**src/rtl/fetch_issue_pkg.sv**
```systemverilog
// Shared widths, opcode constants, FSM/action encodings and the register-read
// table used by the fetch/issue front end.
package fetch_issue_pkg;

    localparam int ISIZE = 16;
    localparam int ASIZE = 16;
    localparam int RSIZE = 4;

    localparam logic [3:0] OP_LW   = 4'b1000;
    localparam logic [3:0] OP_SW   = 4'b1001;
    localparam logic [3:0] OP_JR   = 4'b1110;
    localparam logic [3:0] OP_EXEC = 4'b1111;

    // ADD R0,R0,R0: Rd=0 never matches a forwarding compare
    localparam logic [ISIZE-1:0] NOP_INSTR = 16'h0000;

    typedef enum logic {
        S_FILL = 1'b0,
        S_RUN  = 1'b1
    } fsm_t;

    typedef enum logic [1:0] {
        ACT_HOLD     = 2'd0,
        ACT_BUBBLE   = 2'd1,
        ACT_REDIRECT = 2'd2,
        ACT_ADVANCE  = 2'd3
    } act_t;

    typedef struct packed {
        logic rd;
        logic rs;
        logic rt;
    } reads_t;

    function automatic reads_t reads_of(input logic [3:0] op);
        reads_t r;
        r.rs = (op <= 4'd9);
        r.rt = (op <= 4'd3);
        r.rd = (op == OP_SW) || (op == OP_JR) || (op == OP_EXEC);
        return r;
    endfunction

endpackage

```
**src/rtl/fetch_issue_hazard_detect.sv**
```systemverilog
// Load-use detector: flags when the LW now in EX writes a register that the
// instruction held in ID reads.
module hazard_detect
    import fetch_issue_pkg::*;
(
    input  logic [ISIZE-1:0] id_instr,
    input  logic [ISIZE-1:0] LastInstr,
    input  logic             id_valid,
    input  fsm_t             state,
    output logic             lu_stall
);

    reads_t           use_q;
    logic [RSIZE-1:0] ld_dst;
    logic             unused_bits;

    assign unused_bits = ^LastInstr[7:0];

    always_comb begin
        use_q    = reads_of(id_instr[15:12]);
        ld_dst   = LastInstr[11:8];
        lu_stall = 1'b0;
        // R0 destinations never create a dependency
        if (state == S_RUN && id_valid && LastInstr[15:12] == OP_LW && ld_dst != '0)
            lu_stall = (use_q.rd && id_instr[11:8] == ld_dst) ||
                       (use_q.rs && id_instr[7:4]  == ld_dst) ||
                       (use_q.rt && id_instr[3:0]  == ld_dst);
    end

endmodule

```
**src/rtl/fetch_issue.sv**
```systemverilog
// IF stage and IF/ID register: PC, fetch, decode field split, two-deep issue
// history, load-use bubbles and redirect squashing.
module fetch_issue
    import fetch_issue_pkg::*;
#(
    parameter logic [ASIZE-1:0] RESET_PC = '0,
    parameter logic [ISIZE-1:0] NOP      = NOP_INSTR
) (
    input  logic             clk,
    input  logic             rst_n,
    output logic [ASIZE-1:0] imem_addr,
    input  logic [ISIZE-1:0] imem_data,
    input  logic             stall,
    input  logic             redirect_en,
    input  logic [ASIZE-1:0] redirect_pc,
    output logic [3:0]       OpCode,
    output logic [2:0]       Cond,
    output logic [RSIZE-1:0] AddrRd,
    output logic [RSIZE-1:0] AddrRs,
    output logic [RSIZE-1:0] AddrRt,
    output logic [ISIZE-1:0] id_instr,
    output logic [ASIZE-1:0] id_pc1,
    output logic             id_valid,
    output logic [ISIZE-1:0] LastInstr,
    output logic [ISIZE-1:0] Last2Instr,
    output logic             lu_stall
);

    fsm_t             state, state_nxt;
    act_t             act;
    logic [ASIZE-1:0] pc, pc_inc;

    assign pc_inc    = pc + ASIZE'(1);
    assign imem_addr = pc;

    assign OpCode = id_instr[15:12];
    assign Cond   = id_instr[11:9];
    assign AddrRd = id_instr[11:8];
    assign AddrRs = id_instr[7:4];
    assign AddrRt = id_instr[3:0];

    hazard_detect u_hazard (
        .id_instr  (id_instr),
        .LastInstr (LastInstr),
        .id_valid  (id_valid),
        .state     (state),
        .lu_stall  (lu_stall)
    );

    always_ff @(posedge clk or negedge rst_n) begin
        if (!rst_n) state <= S_FILL;
        else        state <= state_nxt;
    end

    // The fill cycle always advances; bubble outranks redirect so the held
    // instruction re-decodes and control re-presents the redirect.
    always_comb begin
        state_nxt = state;
        act       = ACT_ADVANCE;
        if (stall) begin
            act = ACT_HOLD;
        end else if (state == S_FILL) begin
            state_nxt = S_RUN;
        end else if (lu_stall) begin
            act = ACT_BUBBLE;
        end else if (redirect_en) begin
            act = ACT_REDIRECT;
        end
    end

    always_ff @(posedge clk or negedge rst_n) begin
        if (!rst_n) begin
            pc         <= RESET_PC;
            id_instr   <= NOP;
            id_pc1     <= RESET_PC;
            id_valid   <= 1'b0;
            LastInstr  <= NOP;
            Last2Instr <= NOP;
        end else begin
            case (act)
                ACT_BUBBLE: begin
                    LastInstr  <= NOP;
                    Last2Instr <= LastInstr;
                end
                ACT_REDIRECT: begin
                    pc         <= redirect_pc;
                    id_instr   <= NOP;
                    id_valid   <= 1'b0;
                    id_pc1     <= pc_inc;
                    LastInstr  <= id_instr;
                    Last2Instr <= LastInstr;
                end
                ACT_ADVANCE: begin
                    pc         <= pc_inc;
                    id_instr   <= imem_data;
                    id_valid   <= 1'b1;
                    id_pc1     <= pc_inc;
                    LastInstr  <= id_instr;
                    Last2Instr <= LastInstr;
                end
                default: ;
            endcase
        end
    end

endmodule

```
**config.mk**
```make
export PLATFORM = sky130hd
export DESIGN_NAME = fetch_issue
export DESIGN_NICKNAME = d
export VERILOG_FILES = /design/src/rtl/fetch_issue_pkg.sv /design/src/rtl/fetch_issue_hazard_detect.sv /design/src/rtl/fetch_issue.sv
export SDC_FILE = /design/constraint.sdc
export NUM_CORES = 1
export LEC_CHECK = 0
export CORE_MARGIN = 10
export CORE_UTILIZATION = 45
export CTS_CLUSTER_DIAMETER = 100
export DETAILED_ROUTE_END_ITERATION = 8
export GPL_TIMING_DRIVEN = 0
export PLACE_DENSITY = 0.8
export RECOVER_POWER = 25
export SYNTH_ARGS = -nofsm -noshare
export SYNTH_HDL_FRONTEND = slang
export SYNTH_SLANG_ARGS = --single-unit
```
**constraint.sdc**
```tcl
create_clock -name clk -period 2.65 [get_ports clk]
set_input_delay 0.3975 -clock clk [delete_from_list [all_inputs] [get_ports clk]]
set_output_delay 0.3975 -clock clk [all_outputs]
set_load 0.005 [all_outputs]
```
==> results by group, run 1 <==
Run status
  – Run status: finished with violations
  – Failing checks: max-capacitance violations, max-slew violations

Pwr
  – Final Power: 0.00542 W
  – VDD IR max: 485 uV
  – Leak pwr: 2.44 nW
  – Pwr Density: 966 mW/mm^2

STA
  – Final hold viol count: 0
  – Fmax: 405 MHz
  – Setup TNS Final: 0 ns
  – Worst slew pin tran: 2.09 ns
  – Fin crit period: 2.47 ns
  – Clock Skews: 0.0131 ns
  – Pins Over Slew Limit: 38
  – RSZ-0062 raised after global routing: no
  – Max_slew headroom: -39.3%
  – Setup violators final: 0
  – Period utilization: 93.1%

Min path
  – HP Class: register to register
  – Worst hold stages: 2
  – Hold Path End: id_pc1[5]$_DFFE_PN0P_
  – Hold Crit Start: id_pc1[5]$_DFFE_PN0P_

Setup path
  – Crit-path cells: buf_2 -> xor2_1 -> a2111oi_4 -> nand3_2 -> a31oi_1 -> dlygate4sd2_1
  – Crit path largest cell delay: 0.38 ns
  – Worst endpoint data arrival time: 2.07 ns
  – Crit Path Max Fanout: 6
  – Reg2Reg Depth: 6
  – Worst Setup End Kind: output port
  – Reg-to-reg slack, setup: 0.39 ns
  – Critical path type: register to output port
  – Launching point of the worst reg2reg path: LastInstr[13]$_DFFE_PN0P_
  – Critical path launch point type: register
  – FF-to-FF End: id_pc1[9]$_DFFE_PN0P_
  – Slowest cell on crit path: dfrtp_1
  – Worst path required time: 2.25 ns

Clock network
  – CTS H-tree depth: 3
  – Hold_buf cts: 0
  – Clock Path Buffers: 2
  – Clock-pin slew on the worst setup and hold paths: 0.08 ns
  – Clock Latency Late Sink: 0.35 ns
  – Root Buffer: clkbuf_8
  – CTS Sinks: 82
  – CTS tree: done
  – Number of buffers created by CTS: 9

Detailed routing
  – Vias: 3527
  – Routed Antenna Nets: 0
  – Drt initial violations: 320
  – Wire length per cell: 18.5 um
  – Vias per cell: 5.39
  – DRT Pass-1 Iters: 5
  – DRC viols: 0
  – WL final: 12.1 mm

Logic synthesis
  – Commonest cells in the synthesized netlist: 82 x dfrtp_1, 71 x nand2_1, 45 x o21ai_0
  – Area leader, netlist: dfrtp_1
  – Mapped Area: 0.00390 sq mm
  – Seq cells post-synth: 82
  – Post-Syn Instances: 399
  – Synth top area share: 52.6%
  – Seq/Total Area, Yosys: 52.6%
  – Mapped Avg Cell Area: 9.78 sq um
  – Fraction of registers with async set/reset: 100%
  – Synth top area cells: dfrtp_1 53%, nand2_1 6.8%, o21ai_0 5.8%
  – Top_reg_cell synth: dfrtp_1
  – Warnings from Yosys: 0
  – Count leader, synth: dfrtp_1
  – Syn nets: 436
  – Post-synth EDFFs: 0
  – Synth unique cells: 37

GRT
  – Total grt overflow: 0
  – Largest net degree at the start of global routing: 46
  – Global-route wire length before repair: 19.2 mm
  – Total GRT Usage: 18.6%
  – GRT Max-Usage Layer: met2
  – GRT met2 Usage: 29.9%
  – Met1 usage: 21.7%
  – Vias in the first global route: 3547
  – Initial antenna violation count: 0
  – Met3 GRT Util: 5.92%

Floorplanning
  – Boundary Pins: 137
  – Die X: 113 um
  – Row Count: 33
  – Core area: 0.00834 sq mm
  – Die height: 113 um
  – Die ar.: 0.0128 sq mm
  – Initial core utilization: 46.8%

Placed design
  – Gpl congestion: 0.883
  – Hpwl dp: 9.26 mm
  – Buffers added on ports: 135

Final layout
  – Inserted Diodes: 0
  – Area growth syn-to-layout: 43.8%
  – Layout Nets: 583
  – Core Util, Final: 67.3%
  – Share of layout cells above drive strength 1: 11.3%

Flow run
  – Max_cap viols: 1
how the worst max path moves through the flow:
stage                               from  slack [ns]  cells after the start                         to
5_1_grt        LastInstr[11]$_DFFE_PN0P_        0.09                      6                   lu_stall
4_1_cts        LastInstr[11]$_DFFE_PN0P_        0.16                      6                   lu_stall
2_1_floorplan  LastInstr[11]$_DFFE_PN0P_        0.71                      7  LastInstr[14]$_DFFE_PN0P_
3_3_place_gp                       rst_n       -1.67                      1      id_pc1[8]$_DFFE_PN0P_
6_report       LastInstr[11]$_DFFE_PN0P_        0.18                      6                   lu_stall
3_5_place_dp   LastInstr[11]$_DFFE_PN0P_        0.27                      6                   lu_stall
metal layers:
| layer | wire length (um) | vias to the layer above | part of all wire, % |
|---|---|---|---|
| li1 | - | 1650 | - |
| met1 | 4830 | 1717 | 40 |
| met2 | 5870 | 131 | 49 |
| met3 | 1010 | 29 | 8.3 |
| met4 | 382 | 0 | 3.2 |
| met5 | 0 | - | 0 |
stage by stage:
stage | instances | area, sq um | setup WS, ns | hold slack (ns)
floorplan | 399 | 3900 | 0.706 | 0.102
global placement | 639 | 5390 | -1.67 | 0.461
detailed placement | 640 | 5410 | 0.274 | 0.393
CTS | 654 | 5620 | 0.163 | 0.0165
global route | 654 | 5610 | 0.0872 | 0.511
finish | 654 | 5610 | 0.182 | 0.486
registers in the layout (all words and copies together) (netlist names):
register,cells
Last2Instr,16
LastInstr,16
id_instr,16
id_pc1,16
imem_addr,16
id_valid,1
state,1
final cells by class:
cell class	count	area [sq um]
buffer	42	263
clock buffer	11	141
clock inverter	3	65.1
fill	652	2730
inverter	10	37.5
multi-input combinational	265	1550
sequential	82	2050
tap	105	131
timing repair buffer	136	1370
worst max-delay path, delay by kind of cell, from the launching register on:
kind,cells,cell delay (ns)
xor+xnor,1,0.19
simple gates,1,0.16
buf+inv,2,0.46
compound gates,2,0.53
flops,1,0.38
cell families after synthesis:
| group | after synthesis | share of synthesized area (%) |
|---|---|---|
| compound gates | 92 | 14.9 |
| xor+xnor | 23 | 5.16 |
| fa+ha+maj | 1 | 0.320 |
| buf+inv | 52 | 7.69 |
| flops | 82 | 52.6 |
| mux | 14 | 4.01 |
| simple gates | 135 | 15.4 |
where the power goes:
group	switching [W]	total, W	internal, W
logic	0.000946	0.00233	0.00138
clock network	0.000426	0.000972	0.000546
registers	0.000443	0.00212	0.00168
what timing repair did:
| item | 4_1_cts | 5_1_grt |
|---|---|---|
| hold endpoints to repair | 0 | 0 |
| buffers inserted | 0 | 0 |
| gates resized for setup | 1 | 0 |
| setup endpoints to repair | 1 | 0 |
cell usage in the layout (no fill, tap or decap), types with 4 or more instances in the layout:
| master | count |
|---|---|
| a21oi_1 | 15 |
| clkdlybuf4s50_1 | 133 |
| buf_2 | 5 |
| o21ai_1 | 5 |
| inv_1 | 10 |
| nor3_1 | 4 |
| a22o_1 | 10 |
| a22oi_1 | 8 |
| clkbuf_1 | 11 |
| clkbuf_8 | 10 |
| mux2_2 | 13 |
| buf_4 | 24 |
| dfrtp_1 | 82 |
| and3_1 | 5 |
| nand2_1 | 71 |
| xnor2_1 | 13 |
| xor2_1 | 10 |
| nor2_1 | 16 |
| o21ai_0 | 45 |
| nand3_1 | 23 |
(Power assumes the default switching activity.)
==> run 2, diff against run 1 <==
--- a/config.mk
+++ b/config.mk
@@ -8,10 +8,12 @@
 export CORE_MARGIN = 10
 export CORE_UTILIZATION = 45
 export CTS_CLUSTER_DIAMETER = 100
+export CTS_CLUSTER_SIZE = 10
 export DETAILED_ROUTE_END_ITERATION = 8
 export GPL_TIMING_DRIVEN = 0
 export PLACE_DENSITY = 0.8
 export RECOVER_POWER = 25
+export SLEW_MARGIN = 10
 export SYNTH_ARGS = -nofsm -noshare
 export SYNTH_HDL_FRONTEND = slang
 export SYNTH_SLANG_ARGS = --single-unit
==> results of run 2 <==
Final layout, timing and power as in run 1 (identical DEF).
